--- src/rtl/contrast_pixel_core_if.sv ---
`default_nettype none
// ============================================================================
//  Module   : contrast_pixel_core_if
//  Brief    : Pixel stream bundle (valid/ready with sof/eol sideband).
//  Revision : 1.0  initial release
// ============================================================================
interface contrast_pixel_core_if #(
    parameter int NUM_CH = 3
);
    logic                  valid;
    logic                  ready;
    logic                  sof;
    logic                  eol;
    logic [8*NUM_CH-1:0]   pix;

    modport master (output valid, output sof, output eol, output pix, input ready);
    modport slave  (input valid, input sof, input eol, input pix, output ready);
endinterface
`default_nettype wire

--- src/rtl/contrast_pixel_core.sv ---
`default_nettype none
// ============================================================================
//  Module   : contrast_pixel_core
//  Brief    : 3-stage shift/add contrast engine, out = clamp((pix-MID)*c+MID).
//  Revision : 1.0  initial release
// ============================================================================
module contrast_pixel_core #(
    parameter int NUM_CH = 3,
    parameter int MID    = 128
) (
    input  wire logic                   clk,
    input  wire logic                   resetN,
    input  wire logic [8:0]             cp_param,
    contrast_pixel_core_if.slave        in_if,
    contrast_pixel_core_if.master       out_if,
    output logic [8:0]                  active_cp
);

    // 4-bit shift term: 00 -> 0, 01 -> arithmetic right, 10 -> left, 11 -> 0
    function automatic logic signed [15:0] term(input logic [3:0] t,
                                                input logic signed [15:0] d);
        logic signed [15:0] res;
        case (t[3:2])
            2'b01:   res = d >>> t[1:0];
            2'b10:   res = d <<< t[1:0];
            default: res = '0;
        endcase
        return res;
    endfunction

    logic                w_adv;
    logic [8:0]          w_cp;
    logic [8:0]          r_active_cp;

    logic                r_v1, r_v2, r_v3;
    logic                r_sof1, r_sof2, r_sof3;
    logic                r_eol1, r_eol2, r_eol3;
    logic [8:0]          r_cp1;

    logic [8:0]          w_d    [NUM_CH];
    logic signed [15:0]  w_dfix [NUM_CH];
    logic signed [15:0]  w_sum  [NUM_CH];
    logic signed [15:0]  w_rnd  [NUM_CH];
    logic signed [15:0]  w_lvl  [NUM_CH];
    logic [7:0]          w_out  [NUM_CH];
    logic [8*NUM_CH-1:0] w_out_pix;

    logic signed [15:0]  r_dfix [NUM_CH];
    logic signed [15:0]  r_sum  [NUM_CH];
    logic [7:0]          r_out  [NUM_CH];

    // Every stage shares one advance, so a stalled output freezes the pipe
    assign w_adv = ~r_v3 | out_if.ready;
    assign w_cp  = (in_if.valid && in_if.sof) ? cp_param : r_active_cp;

    always_comb begin
        for (int c = 0; c < NUM_CH; c++) begin
            w_d[c]    = {1'b0, in_if.pix[8*c +: 8]} - 9'(MID);
            w_dfix[c] = {{4{w_d[c][8]}}, w_d[c], 3'b000};

            if (r_cp1[8])
                w_sum[c] = term(r_cp1[3:0], r_dfix[c]) - term(r_cp1[7:4], r_dfix[c]);
            else
                w_sum[c] = term(r_cp1[3:0], r_dfix[c]) + term(r_cp1[7:4], r_dfix[c]);

            w_rnd[c] = (r_sum[c] + 16'sd4) >>> 3;
            w_lvl[c] = w_rnd[c] + $signed(16'(MID));

            if (w_lvl[c][15])
                w_out[c] = 8'd0;
            else if (w_lvl[c] > 16'sd255)
                w_out[c] = 8'd255;
            else
                w_out[c] = w_lvl[c][7:0];
        end
    end

    always_comb begin
        w_out_pix = '0;
        for (int c = 0; c < NUM_CH; c++)
            w_out_pix[8*c +: 8] = r_out[c];
    end

    always_ff @(posedge clk or negedge resetN) begin
        if (!resetN) begin
            r_active_cp <= 9'h004;
            r_v1   <= 1'b0;  r_v2   <= 1'b0;  r_v3   <= 1'b0;
            r_sof1 <= 1'b0;  r_sof2 <= 1'b0;  r_sof3 <= 1'b0;
            r_eol1 <= 1'b0;  r_eol2 <= 1'b0;  r_eol3 <= 1'b0;
            r_cp1  <= 9'h004;
            for (int c = 0; c < NUM_CH; c++) begin
                r_dfix[c] <= '0;
                r_sum[c]  <= '0;
                r_out[c]  <= '0;
            end
        end else if (w_adv) begin
            if (in_if.valid && in_if.sof)
                r_active_cp <= cp_param;
            r_v1   <= in_if.valid;
            r_sof1 <= in_if.valid & in_if.sof;
            r_eol1 <= in_if.valid & in_if.eol;
            r_cp1  <= w_cp;
            r_v2   <= r_v1;
            r_sof2 <= r_sof1;
            r_eol2 <= r_eol1;
            r_v3   <= r_v2;
            r_sof3 <= r_sof2;
            r_eol3 <= r_eol2;
            for (int c = 0; c < NUM_CH; c++) begin
                r_dfix[c] <= w_dfix[c];
                r_sum[c]  <= w_sum[c];
                r_out[c]  <= w_out[c];
            end
        end
    end

    assign in_if.ready  = w_adv;
    assign out_if.valid = r_v3;
    assign out_if.sof   = r_sof3;
    assign out_if.eol   = r_eol3;
    assign out_if.pix   = w_out_pix;
    assign active_cp    = r_active_cp;

endmodule
`default_nettype wire

--- src/flat_wrapper.sv ---
// flat-port wrapper written by rule: the top's interface ports become plain ports
module contrast_pixel_core_flat 
#(
    parameter int NUM_CH = 3,
    parameter int MID    = 128
)
  (clk, resetN, cp_param, active_cp, in_if_valid, in_if_sof, in_if_eol, in_if_pix, in_if_ready, out_if_valid, out_if_sof, out_if_eol, out_if_pix, out_if_ready);
  contrast_pixel_core_if #(.NUM_CH(NUM_CH)) in_if_i ();
  contrast_pixel_core_if #(.NUM_CH(NUM_CH)) out_if_i ();
  input  wire logic clk;
  input  wire logic resetN;
  input  wire logic [8:0] cp_param;
  output logic [8:0] active_cp;
  input wire logic [$bits(in_if_i.valid)-1:0] in_if_valid;
  input wire logic [$bits(in_if_i.sof)-1:0] in_if_sof;
  input wire logic [$bits(in_if_i.eol)-1:0] in_if_eol;
  input wire logic [$bits(in_if_i.pix)-1:0] in_if_pix;
  output wire logic [$bits(in_if_i.ready)-1:0] in_if_ready;
  output wire logic [$bits(out_if_i.valid)-1:0] out_if_valid;
  output wire logic [$bits(out_if_i.sof)-1:0] out_if_sof;
  output wire logic [$bits(out_if_i.eol)-1:0] out_if_eol;
  output wire logic [$bits(out_if_i.pix)-1:0] out_if_pix;
  input wire logic [$bits(out_if_i.ready)-1:0] out_if_ready;
  assign in_if_i.valid = in_if_valid;
  assign in_if_i.sof = in_if_sof;
  assign in_if_i.eol = in_if_eol;
  assign in_if_i.pix = in_if_pix;
  assign in_if_ready = in_if_i.ready;
  assign out_if_valid = out_if_i.valid;
  assign out_if_sof = out_if_i.sof;
  assign out_if_eol = out_if_i.eol;
  assign out_if_pix = out_if_i.pix;
  assign out_if_i.ready = out_if_ready;
  contrast_pixel_core #(.NUM_CH(NUM_CH), .MID(MID)) u_core (.clk(clk), .resetN(resetN), .cp_param(cp_param), .in_if(in_if_i), .out_if(out_if_i), .active_cp(active_cp));
endmodule
--- config.mk ---
export PLATFORM = sky130hd
export DESIGN_NAME = contrast_pixel_core_flat
export DESIGN_NICKNAME = d
export VERILOG_FILES = /design/src/rtl/contrast_pixel_core_if.sv /design/src/rtl/contrast_pixel_core.sv /design/src/flat_wrapper.sv
export SDC_FILE = /design/constraint.sdc
export NUM_CORES = 1
export LEC_CHECK = 0
export ABC_AREA = 1
export CAP_MARGIN = 10
export CELL_PAD_IN_SITES_DETAIL_PLACEMENT = 1
export CELL_PAD_IN_SITES_GLOBAL_PLACEMENT = 2
export CORE_MARGIN = 4
export CORE_UTILIZATION = 30
export DETAILED_ROUTE_END_ITERATION = 7
export PLACE_DENSITY_LB_ADDON = 0.1
export SLEW_MARGIN = 20
export SYNTH_ARGS = -nofsm -noshare
export SYNTH_HDL_FRONTEND = slang
export SYNTH_SLANG_ARGS = --single-unit
export TNS_END_PERCENT = 100
--- constraint.sdc ---
create_clock -name clk -period 3.2 [get_ports clk]
set_input_delay 0.48 -clock clk [delete_from_list [all_inputs] [get_ports clk]]
set_output_delay 0.48 -clock clk [all_outputs]
set_load 0.03 [all_outputs]
==> key figures <==
Run status
  – Status: finished with violations
  – Failing checks: negative setup slack

Setup path
  – Slowest CP cell: dfrtp_2
  – Endpoint class of the critical path: register
  – Data required time at the worst endpoint: about 3.5 ns
  – CP Launch Type: register
  – CP arrival: about 3.6 ns
  – Worst Setup Path Type: register to register
  – Crit path largest cell delay: 0.41 ns
  – Crit-path max FO: 4
  – Critical path, cell by cell: inv_2 > ha_4 > inv_4 > nand2_8 > a21oi_1 > o21a_2 > inv_1 > a31oi_4 > xor2_1 > inv_1 > ha_4 > a21oi_2 > o21ai_1 > o21bai_4 > nand2_2 > nand2_4 > a21o_1 > a21oi_2 > nand3_1 > nand3_2 > nand2_2
  – Buf/Inv on CP: 4
  – Kind of cell adding the most delay to the critical path: compound AO/OA/AOI/OAI gates

Routing
  – DRT antenna net count: 0
  – DR top layer: met4
  – Met3 WL: between 1000 and 1500 um
  – Post-DR wirelength/cell: about 17 um
  – Post-Route M1 WL: 21200 um
  – Vias per Instance: 4.88
  – Metal2 WL: 19700 um
  – Vias: ~12k
  – DRT iter0 DRCs: roughly 620
  – DRC: 0
  – Drt total wl: roughly 43000 um
  – Drt pass-1 iters: 5

Yosys
  – Post-synth cell types: a little under 60
  – Yosys reg bits: ~110
  – Top-count cell post-synth: nand2_1
  – Syn_nets: 1817
  – Synth area leader: dfrtp_1
  – Top cell types by occurrence after synthesis: nand2_1, inv_1, nand3_1, dfrtp_1, o21ai_0
  – Ys flop type: dfrtp_1
  – Synth warn: 0
  – Syn Inst Count: between 1.5k and 2k
  – Fraction of registers with async set/reset: 1.00
  – Most area-consuming cells after synthesis: dfrtp_1, nand2_1, ha_1
  – Top cell type's share of synthesized area: 0.247
  – Mean Syn Cell Area: ~6.3 um^2
  – Post-synth EDFFs: 0
  – Mapped Area: approximately 11000 um^2
  – Seq/Total Area, Yosys: 0.249

GRT
  – Vias in the first global route: roughly 13k
  – Initial antenna violation count: 0
  – Gr usage total: 0.219
  – First-pass GRT wire length: 68400 um
  – Grt total ovfl: 0
  – Largest net degree at the start of global routing: approximately 100

STA
  – Final min period: ~3.3 ns
  – RSZ-0062 raised after global routing: yes
  – Final WS setup: -0.131 ns
  – Slew at the pin closest to its max-slew limit: between 1 and 1.5 ns
  – Fin. max-slew vios: 0
  – Final period utilization: 1.04
  – WHS: between 0.1 and 0.15 ns
  – Max Clock Freq: approximately 300 MHz
  – Final hold violations: 0
  – Rel. slew slack: 0.320
  – # setup viols final: 23
  – Clock skew: between 0.015 and 0.02 ns

Die
  – Die height: approximately 200 um
  – Die area: 39300 um^2
  – IO Pins: 76
  – Rows: around 70
  – Die Wd: a little under 200 um
  – Starting Density: 0.304
  – Core ar.: around 36000 um^2

Clocking
  – H-tree depth: 3
  – CTS tree: done
  – Hold buffer count at CTS: 0
  – Root buffer cell: clkbuf_16
  – Clk Latency, worst-skew pair: about 0.4 ns
  – Clock sink count: between 100 and 150
  – Total CTS buffers: 9
  – Clock transition at path regs: 0.08 ns
  – Max clock buf depth: 2

Placed design
  – DP Wirelength: approximately 34000 um
  – Final GP Congestion: 0.949
  – Placed Instances: roughly 2.4k
  – Post-DP Area: 13900 um^2
  – IO Port Bufs: 75

Pwr
  – Leakage: approximately 7.5 nW
  – Peak supply drop: 0.000391 V
  – Total power: 0.0182 W
  – Power per cell area: 1180 nW/um^2

Finish
  – Final Non-Filler Cells: around 2.5k
  – Final nets: between 2k and 2.5k
  – Final core occ: 0.433
  – Area grow syn2layout: 42.2%
  – Fillers: around 4.6k
  – Layout cells sized above 1: 0.269
  – Antenna cell count: 0
  – Cell area after layout: 15400 um^2

Job
  – Max-cap check violation count: 0

Hold path
  – Hold Path Class: input pin to asynchronous set/reset pin
per-layer routing:
layer | up-vias | GRT usage
met3 | 36 | 0.0349
li1 | 6158 | -
met4 | 0 | 0.0446
met2 | 177 | 0.356
met5 | - | 0
met1 | 5768 | 0.308
per-stage QoR:
stage	TNS [ns]	setup slack [ns]
after floorplan	0	0.0231
after global placement	-3.64	-0.286
after detailed placement	-5.05	-0.311
after CTS	-2.79	-0.150
after global routing	-7.41	-0.344
final	-1.47	-0.131
path summary, 6_finish.rpt:
kind,startpoint,endpoint,slack (ns),cells past startpoint
worst min-delay path,resetN,u_core.out_if.pix[17]$_DFFE_PN0N_,0.11,1
max in group asynchronous,resetN,u_core.r_cp1[4]$_DFFE_PN0P_,2.28,2
worst min register to register,u_core.r_eol2$_DFFE_PN0N_,u_core.out_if.eol$_DFFE_PN0N_,0.47,2
worst max-delay path,u_core.r_cp1[6]$_DFFE_PN0P_,u_core.r_sum[31]$_DFFE_PN0N_,-0.13,21
worst max register to register,u_core.r_cp1[6]$_DFFE_PN0P_,u_core.r_sum[31]$_DFFE_PN0N_,-0.13,21
min in group clk,u_core.r_eol2$_DFFE_PN0N_,u_core.out_if.eol$_DFFE_PN0N_,0.47,2
registers in the layout, summed over array words and instances, names as in the netlist, 9 cells and up:
signal / count
u_core.r_sum: 42
u_core.out_if.pix: 24
u_core.r_dfix: 24
u_core.r_cp1: 9
final cells by class:
cell class	count	area, um^2	share of cell area
clock buffers	10	229	0.0148
clock inverters	6	60.1	0.00389
inverters	184	711	0.0461
multi-input cells	1372	8250	0.535
flip-flops and latches	108	2710	0.176
well taps	461	577	0.0374
repair buffers	347	2890	0.187
worst register-to-register path: stages, from the launching register on:
cell      delay (ns)
dfrtp_2         0.41
inv_2           0.08
ha_4            0.21
inv_4           0.08
nand2_8         0.07
a21oi_1         0.17
o21a_2          0.24
inv_1           0.10
a31oi_4         0.18
xor2_1          0.18
inv_1           0.10
ha_4            0.27
a21oi_2         0.11
o21ai_1         0.07
o21bai_4        0.19
nand2_2         0.11
nand2_4         0.05
a21o_1          0.20
a21oi_2         0.16
nand3_1         0.10
nand3_2         0.12
nand2_2         0.06
placed cells by master (no fill, tap or decap), types with 11 or more instances in the layout:
| cell type | synthesis | layout |
|---|---|---|
| nand2_1 | 624 | 561 |
| buf_4 | 2 | 258 |
| inv_1 | 167 | 159 |
| nand3_1 | 114 | 108 |
| dfrtp_1 | 107 | 103 |
| nor2_1 | 102 | 88 |
| o21ai_0 | 105 | 86 |
| clkdlybuf4s50_1 | 0 | 74 |
| xor2_1 | 69 | 69 |
| nand2_2 | 8 | 56 |
| a21oi_1 | 86 | 52 |
| a21oi_2 | 8 | 37 |
| o21ai_1 | 23 | 29 |
| ha_1 | 55 | 29 |
| nand4_1 | 27 | 27 |
| ha_4 | 0 | 25 |
| xnor2_1 | 24 | 22 |
| nor2_2 | 13 | 20 |
| inv_2 | 11 | 14 |
| nand2_4 | 0 | 14 |
| nor2_4 | 5 | 12 |
| o21ai_2 | 0 | 12 |
| nor3_2 | 4 | 12 |
| o22ai_1 | 11 | 11 |
repair_timing:
action                                  in CTS  in global routing
pin swaps                                   48                111
cloned                                       0                  0
gates resized for setup                     74                178
setup buffers                               13                 17
endpoints found under the setup margin      29                 33
power breakdown:
part | internal, W | total, W | switching, W | leakage [nW]
Clock | 0.000547 | 0.00119 | 0.000642 | 0.134
Combinational | 0.00643 | 0.0145 | 0.00803 | 6.06
Sequential | 0.00199 | 0.00260 | 0.000613 | 1.28
kinds of logic after synthesis:
family,count (synthesis),synth area share
DFF,108,0.249
AOI/OAI and AO/OA,289,0.152
and+or+nand+nor,930,0.362
buffers and inverters,243,0.0889
adders and majority gates,55,0.0634
xor gates and xnor gates,98,0.0847
(Power assumes the default switching activity.)
